## src/rtl/fifo_read_arbiter_if.sv

```systemverilog
// fifo_read_arbiter_if: groups the two FIFO read ports and the outgoing
// valid/ready word stream of fifo_read_arbiter into one bundle.
// master = arbiter side, slave = FIFOs plus downstream consumer.
interface fifo_read_arbiter_if #(
    parameter int WIDTH = 8
);
    // Channel-0 FIFO read port
    logic             ch0_empty_i;
    logic             ch0_rd_en_o;
    logic [WIDTH-1:0] ch0_data_i;

    // Channel-1 FIFO read port
    logic             ch1_empty_i;
    logic             ch1_rd_en_o;
    logic [WIDTH-1:0] ch1_data_i;

    // Output word stream
    logic             out_valid_o;
    logic             out_ready_i;
    logic [WIDTH-1:0] out_data_o;
    logic             out_ch_o;
    logic             out_last_o;

    // Status
    logic             busy_o;

    modport master (
        input  ch0_empty_i, ch0_data_i,
        input  ch1_empty_i, ch1_data_i,
        input  out_ready_i,
        output ch0_rd_en_o, ch1_rd_en_o,
        output out_valid_o, out_data_o, out_ch_o, out_last_o,
        output busy_o
    );

    modport slave (
        output ch0_empty_i, ch0_data_i,
        output ch1_empty_i, ch1_data_i,
        output out_ready_i,
        input  ch0_rd_en_o, ch1_rd_en_o,
        input  out_valid_o, out_data_o, out_ch_o, out_last_o,
        input  busy_o
    );
endinterface

```

## src/rtl/fifo_read_arbiter.sv

```systemverilog
// fifo_read_arbiter: drains two sample FIFOs into one valid/ready stream.
// Each grant reads up to BURST_LEN words from one channel; every word goes
// through READ (strobe) -> LATCH (capture registered FIFO data) -> SEND
// (hold until accepted). A burst ends early when the channel runs empty.
// Optional build macro: ARB_CH0_PRIORITY_EN selects fixed ch0 priority
// instead of the default round-robin grant.
module fifo_read_arbiter #(
    parameter int WIDTH     = 8,
    parameter int BURST_LEN = 4
) (
    input  logic                 clk,
    input  logic                 rst_n,
    fifo_read_arbiter_if.master  bus
);

    localparam int                CNT_W    = $clog2(BURST_LEN) + 1;
    localparam logic [CNT_W-1:0]  LAST_CNT = CNT_W'(BURST_LEN - 1);

    typedef enum logic [1:0] {
        IDLE  = 2'd0,
        READ  = 2'd1,
        LATCH = 2'd2,
        SEND  = 2'd3
    } state_t;

    state_t           r_state;
    state_t           w_state_nxt;

    logic             r_grant;
    logic [CNT_W-1:0] r_count;
    logic [WIDTH-1:0] r_out_data;
    logic             r_out_ch;
    logic             r_out_last;

    logic             w_ch0_avail;
    logic             w_ch1_avail;
    logic             w_any_avail;
    logic             w_grant_sel;
    logic             w_sel_empty;
    logic [WIDTH-1:0] w_sel_data;
    logic             w_handshake;
    logic             w_ch0_rd_en;
    logic             w_ch1_rd_en;
    logic             w_out_valid;
    logic             w_busy;

    assign w_ch0_avail = ~bus.ch0_empty_i;
    assign w_ch1_avail = ~bus.ch1_empty_i;
    assign w_any_avail = w_ch0_avail | w_ch1_avail;
    assign w_handshake = (r_state == SEND) && bus.out_ready_i;

    // Read port of the currently granted channel
    assign w_sel_empty = r_grant ? bus.ch1_empty_i : bus.ch0_empty_i;
    assign w_sel_data  = r_grant ? bus.ch1_data_i  : bus.ch0_data_i;

`ifdef ARB_CH0_PRIORITY_EN
    // Fixed priority: ch0 whenever it has data, ch1 only when ch0 is empty
    assign w_grant_sel = ~w_ch0_avail;
`else
    logic r_last_grant;

    // Round-robin grant choice: on contention pick the channel not served last
    always_comb begin
        // NOTE: every signal written in an always_comb gets a default first so
        // no path through the block leaves it unassigned and infers a latch.
        w_grant_sel = 1'b0;
        if (w_ch0_avail && w_ch1_avail) begin
            w_grant_sel = ~r_last_grant;
        end else if (w_ch1_avail) begin
            w_grant_sel = 1'b1;
        end
    end

    // Remember which channel finished the last burst; ch0 wins first contention
    always_ff @(posedge clk or negedge rst_n) begin
        if (!rst_n) begin
            r_last_grant <= 1'b1;
        end else if (w_handshake && r_out_last) begin
            r_last_grant <= r_grant;
        end
    end
`endif

    // FSM state register
    always_ff @(posedge clk or negedge rst_n) begin
        // NOTE: clocked state uses non-blocking assignments so every register
        // samples pre-edge values, independent of block ordering.
        if (!rst_n) begin
            r_state <= IDLE;
        end else begin
            r_state <= w_state_nxt;
        end
    end

    // FSM next-state and per-state strobes
    always_comb begin
        w_state_nxt = r_state;
        w_ch0_rd_en = 1'b0;
        w_ch1_rd_en = 1'b0;
        w_out_valid = 1'b0;
        w_busy      = 1'b1;
        case (r_state)
            IDLE: begin
                w_busy = 1'b0;
                if (w_any_avail) begin
                    w_state_nxt = READ;
                end
            end
            READ: begin
                // Exactly one strobe, to a channel already seen non-empty
                w_ch0_rd_en = ~r_grant;
                w_ch1_rd_en =  r_grant;
                w_state_nxt = LATCH;
            end
            LATCH: begin
                w_state_nxt = SEND;
            end
            SEND: begin
                w_out_valid = 1'b1;
                if (bus.out_ready_i) begin
                    w_state_nxt = r_out_last ? IDLE : READ;
                end
            end
            default: begin
                w_state_nxt = IDLE;
            end
        endcase
    end

    // Grant and burst counter: chosen in IDLE, counted once per latched word
    always_ff @(posedge clk or negedge rst_n) begin
        if (!rst_n) begin
            r_grant <= 1'b0;
            r_count <= '0;
        end else if ((r_state == IDLE) && w_any_avail) begin
            r_grant <= w_grant_sel;
            r_count <= '0;
        end else if (r_state == LATCH) begin
            r_count <= r_count + CNT_W'(1);
        end
    end

    // Output word register: loaded in LATCH, held through SEND until accepted
    always_ff @(posedge clk or negedge rst_n) begin
        // NOTE: the data register is reset too, because its value is visible
        // on out_data_o straight out of reset and an in-flight word must vanish.
        if (!rst_n) begin
            r_out_data <= '0;
            r_out_ch   <= 1'b0;
            r_out_last <= 1'b0;
        end else if (r_state == LATCH) begin
            r_out_data <= w_sel_data;
            r_out_ch   <= r_grant;
            r_out_last <= (r_count == LAST_CNT) || w_sel_empty;
        end
    end

    assign bus.ch0_rd_en_o = w_ch0_rd_en;
    assign bus.ch1_rd_en_o = w_ch1_rd_en;
    assign bus.out_valid_o = w_out_valid;
    assign bus.out_data_o  = r_out_data;
    assign bus.out_ch_o    = r_out_ch;
    assign bus.out_last_o  = r_out_last;
    assign bus.busy_o      = w_busy;

endmodule

```

## src/flat_wrapper.sv

```systemverilog
// flat-port wrapper written by rule: the top's interface ports become plain ports
module fifo_read_arbiter_flat 
#(
    parameter int WIDTH     = 8,
    parameter int BURST_LEN = 4
)
  (clk, rst_n, bus_ch0_empty_i, bus_ch0_data_i, bus_ch1_empty_i, bus_ch1_data_i, bus_out_ready_i, bus_ch0_rd_en_o, bus_ch1_rd_en_o, bus_out_valid_o, bus_out_data_o, bus_out_ch_o, bus_out_last_o, bus_busy_o);
  fifo_read_arbiter_if #(.WIDTH(WIDTH)) bus_i ();
  input  logic clk;
  input  logic rst_n;
  input wire logic [$bits(bus_i.ch0_empty_i)-1:0] bus_ch0_empty_i;
  input wire logic [$bits(bus_i.ch0_data_i)-1:0] bus_ch0_data_i;
  input wire logic [$bits(bus_i.ch1_empty_i)-1:0] bus_ch1_empty_i;
  input wire logic [$bits(bus_i.ch1_data_i)-1:0] bus_ch1_data_i;
  input wire logic [$bits(bus_i.out_ready_i)-1:0] bus_out_ready_i;
  output wire logic [$bits(bus_i.ch0_rd_en_o)-1:0] bus_ch0_rd_en_o;
  output wire logic [$bits(bus_i.ch1_rd_en_o)-1:0] bus_ch1_rd_en_o;
  output wire logic [$bits(bus_i.out_valid_o)-1:0] bus_out_valid_o;
  output wire logic [$bits(bus_i.out_data_o)-1:0] bus_out_data_o;
  output wire logic [$bits(bus_i.out_ch_o)-1:0] bus_out_ch_o;
  output wire logic [$bits(bus_i.out_last_o)-1:0] bus_out_last_o;
  output wire logic [$bits(bus_i.busy_o)-1:0] bus_busy_o;
  assign bus_i.ch0_empty_i = bus_ch0_empty_i;
  assign bus_i.ch0_data_i = bus_ch0_data_i;
  assign bus_i.ch1_empty_i = bus_ch1_empty_i;
  assign bus_i.ch1_data_i = bus_ch1_data_i;
  assign bus_i.out_ready_i = bus_out_ready_i;
  assign bus_ch0_rd_en_o = bus_i.ch0_rd_en_o;
  assign bus_ch1_rd_en_o = bus_i.ch1_rd_en_o;
  assign bus_out_valid_o = bus_i.out_valid_o;
  assign bus_out_data_o = bus_i.out_data_o;
  assign bus_out_ch_o = bus_i.out_ch_o;
  assign bus_out_last_o = bus_i.out_last_o;
  assign bus_busy_o = bus_i.busy_o;
  fifo_read_arbiter #(.WIDTH(WIDTH), .BURST_LEN(BURST_LEN)) u_core (.clk(clk), .rst_n(rst_n), .bus(bus_i));
endmodule
```

## config.mk

```make
export PLATFORM = sky130hd
export DESIGN_NAME = fifo_read_arbiter_flat
export DESIGN_NICKNAME = d
export VERILOG_FILES = /design/src/rtl/fifo_read_arbiter_if.sv /design/src/rtl/fifo_read_arbiter.sv /design/src/flat_wrapper.sv
export SDC_FILE = /design/constraint.sdc
export NUM_CORES = 1
export LEC_CHECK = 0
export ABC_AREA = 1
export CAP_MARGIN = 20
export CORE_MARGIN = 4
export CORE_UTILIZATION = 46
export CTS_BUF_LIST = sky130_fd_sc_hd__clkbuf_4 sky130_fd_sc_hd__clkbuf_8 sky130_fd_sc_hd__clkbuf_16
export DETAILED_ROUTE_END_ITERATION = 12
export HOLD_SLACK_MARGIN = 0.02
export PLACE_DENSITY_LB_ADDON = 0.25
export SYNTH_ARGS = -nofsm -noshare
export SYNTH_HDL_FRONTEND = slang
export SYNTH_SLANG_ARGS = --single-unit
```

## constraint.sdc

```tcl
create_clock -name clk -period 2.9 [get_ports clk]
set_input_delay 0.29 -clock clk [delete_from_list [all_inputs] [get_ports clk]]
set_output_delay 0.29 -clock clk [all_outputs]
set_load 0.01 [all_outputs]
```

==> results.env <==
POST_SYNTH_INST_COUNT=113
WORSTHOLDPATHTYPE='input pin to async pin'
GRT_START_MAX_NET_PINS=18
POWER.SEQUENTIAL.FRACTION=0.352
POWER.IR.VDD_WORST_V=0.000560
POWER.LEAKAGE_nW=0.625
POWER_PER_CELL_AREA_mW_PER_MM2=991
YOSYS_WARNINGS=0
TRITONCTS='done'
POWER.INTERNAL_mW=0.762
CLOCK_TREE.HTREE_LEVEL_COUNT=1
DIE_AREA_MM2=0.00283
GRT_OVERFLOW_TOTAL=0
CRIT_TOP_CELL='inv_1'
CRIT_FANOUT=6
FIRST_GLOBAL_VIAS=802
WL_PER_CELL_UM=11.9
SYNTHFLOPTYPE='dfrtp_1'
POWER_FRAC_CLOCK=0.105
SYNTH.YOSYS.SEQ_AREA_SHARE=0.455
TOTAL_NUMBER_OF_PLACEMENT_ROWS=16
ANTENNADIODECOUNT=0
CRITICAL_PATH.MAX_STAGE_DELAY_NS=0.55
CLOCKROOTBUFFER='clkbuf_4'
FIN_WS_NS=0.878
CLK-INSERTION-DELAY-LATE_NS=0.29
WORSTREG2REGSTART='u_core.r_state[0]$_DFFE_PN0P_'
CAP_VIOL_MAX_COUNT=0
TIMING.CLOCK.SKEW_NS=0.00509
DRT-INITIAL-DRC-COUNT=8
IO_BUFFER_COUNT=34
SETUP.WORST_PATH.START_CLASS='flip-flop'
SETUP-VIOLATIONS-FINAL=0
DETAILEDROUTE.FIRSTPASSITERATIONCOUNT=4
DP.FINAL_HPWL_MM=1.56
TOTAL_VIA_COUNT_AFTER_DETAILED_ROUTING=833
SYN-CELL-AREA_UM2=938
CTS_HOLD_REPAIR.BUFFERS=0
AREA_GROWTH_PCT=38.7
CLK_PIN_SLEW_WORST_PATHS_NS=0.10
SETUP_WS_PRE_CTS_NS=1.20
SHARE_OF_LAYOUT_CELLS_ABOVE_DRIVE_STRENGTH_1=0.0612
SYNTH_ENABLE_FLOP_CELLS=0
POST_SYNTH_MOST_FREQUENT_CELLS='nand2_1 (26), dfrtp_1 (16), inv_1 (14), nor2_1 (12), o21ai_1 (11)'
FIN_TNS_SETUP_NS=0
DIE_X_UM=53.2
SYNTH_TOP_AREA_CELL='dfrtp_1'
SETUP_REPAIR_AFTER_GLOBAL_ROUTING_MISSED_ITS_MARGIN='false'
SYNTH_SEQ_CELLS=17
FIN_CRIT_SH=0.697
NUMBER_OF_NETS_PRODUCED_BY_SYNTHESIS=142
SYNTH.MOST_COMMON_CELL='nand2_1'
ROUTE.ANTENNA.REMAINING_NETS=0
ROUTABILITYCONGESTION=0.748
POWER_FRAC_COMB=0.543
SWITCHING_SHARE=0.409
CTS.SINKS=17
ANTENNA_FOUND_INITIAL=0
GR-USAGE-ALL-LAYERS=0.167
POSTCTSRESIZEDCELLS=0
CRITPATHARRIVALTIME_NS=1.73
PORTION_OF_SYNTHESIZED_CELL_AREA_OCCUPIED_BY_THE_LEADING_CELL_TYPE=0.427
TIMING.CRITICAL_PATH.SLOWEST_STAGE_CELL='clkdlybuf4s50_1'
CRITICAL_PATH.STARTPOINT='u_core.r_state[1]$_DFFE_PN0P_'
SYNTH.LIB_CELLS_USED.DISTINCT=16
GRT_FIRST_PASS_WIRELENGTH_MM=3.44
CLK_PATH_BUF_DEPTH=2
MAXSLEWHEADROOM=0.483
OUTCOME='complete, no violations'
NETLIST_TOP_CELLS_AREA='dfrtp_1 (43%), ha_1 (11%), nand2_1 (10%)'
ASYNC_RESET_FF_FRAC=1.00
CRITICAL_PATH_CELL_BY_CELL='inv_1 -> ha_1 -> inv_1 -> clkdlybuf4s50_1'
HOLD_VIOL_FINAL=0
FINALNETCOUNT=177
AVGVIACOUNTPERCELL=4.79
WORST_SETUP_END_KIND='output port'
CRIT_REQUIRED_NS=2.61
POST-CTS-SETUP-BUFFER-COUNT=0
DRV_SLEW=0
ROUTE.DETAILED.DRC=0
DIE-HEIGHT_UM=53.2
BOUNDARYPINS=35
FP.COREAREA_MM2=0.00194
PERIOD_NEEDED_NS=2.02
ACHIEVABLE-FREQUENCY_MHz=495
WORST-SLEW-PIN-TRANSITION_NS=0.774
SETUP.WORST_PATH.CLASS='flip-flop to output port'
INITIAL_CORE_UTILIZATION=0.483
ROUTED_WIRELENGTH_MM=2.07
SYN_AREA_PER_CELL_UM2=8.30
P_SWITCHING_mW=0.528
CTS_MADE_BUFFERS=3
[registers in the layout, summed over array words and instances, names as in the netlist]
name,flops
u_core.bus.out_ch_o,1
u_core.bus.out_data_o,8
u_core.bus.out_last_o,1
u_core.r_count,3
u_core.r_grant,1
u_core.r_last_grant,1
u_core.r_state,2
[final cells by class]
cell class / count / area, µm²
clock buffers: 4 / 30.0
inverters: 15 / 56.3
well taps: 27 / 33.8
multi-input cells: 77 / 414
repair buffers: 34 / 340
flip-flops and latches: 17 / 427
fillers: 172 / 641
[routing by layer]
metal,track usage,vias to the layer above,wire length (µm)
met4,0.0638,0,28
met1,0.211,382,966
met3,0.0366,2,189
met5,0,-,0
li1,-,422,-
met2,0.277,27,890
[power by group through the flow]
stage | logic (mW) | clock network [mW] | registers [mW]
floorplan | 0.431 | 0 | 0.467
global placement | 0.685 | 0 | 0.458
finish | 0.700 | 0.136 | 0.454
global route | 0.792 | 0.148 | 0.472
detailed placement | 0.705 | 0 | 0.459
CTS | 0.710 | 0.142 | 0.455
[worst paths after layout]
| path | endpoint | slack, ns | cells after the start |
|---|---|---|---|
| worst max-delay path | bus_busy_o | 0.88 | 4 |
| worst min-delay path | u_core.bus.out_data_o[1]$_DFFE_PN0N_ | 0.44 | 1 |
| min in group clk | u_core.r_last_grant$_DFFE_PN1P_ | 0.48 | 2 |
| max in group asynchronous | u_core.bus.out_last_o$_DFFE_PN0N_ | 1.97 | 1 |
| worst max register to register | u_core.r_count[2]$_DFFE_PN0P_ | 1.24 | 7 |
| worst min register to register | u_core.r_last_grant$_DFFE_PN1P_ | 0.48 | 2 |
[logic make-up after synthesis]
family / Yosys count / synth area share
AOI/OAI and AO/OA: 25 / 0.141
xor gates and xnor gates: 1 / 0.00934
adders and majority gates: 8 / 0.107
buffers and inverters: 19 / 0.104
DFF: 17 / 0.455
and+or+nand+nor: 43 / 0.184
[through the flow]
step                utilization  area, µm²  total power, mW  cells  hold WS (ns)
finish                    0.670       1300             1.29    174         0.443
global placement          0.655       1270             1.14    170         0.463
global route              0.670       1300             1.41    174         0.521
detailed placement        0.655       1270             1.16    170         0.477
CTS                       0.670       1300             1.31    174         0.452
floorplan                     -        938            0.898    113      -0.00559
[layout by cell type, fill, tap and decap left out]
master,netlist,routed
dfstp_2,1,1
clkdlybuf4s50_1,0,34
a21oi_1,2,2
o21ai_0,10,10
dfrtp_1,16,16
o21ai_1,11,11
clkbuf_4,0,4
inv_1,14,14
xnor2_1,1,1
inv_2,1,1
a21oi_2,2,2
nand2_1,26,26
nand3_2,1,1
ha_1,8,8
nand3_1,4,4
nor2_1,12,12
[critical path: cells and delay by family (launching register included)]
family                   cells  cell delay [ns]
buffers and inverters        3             0.77
flip-flops                   1             0.45
adder cells (fa/ha/maj)      1             0.22
Power figures use the tool's default switching activity.
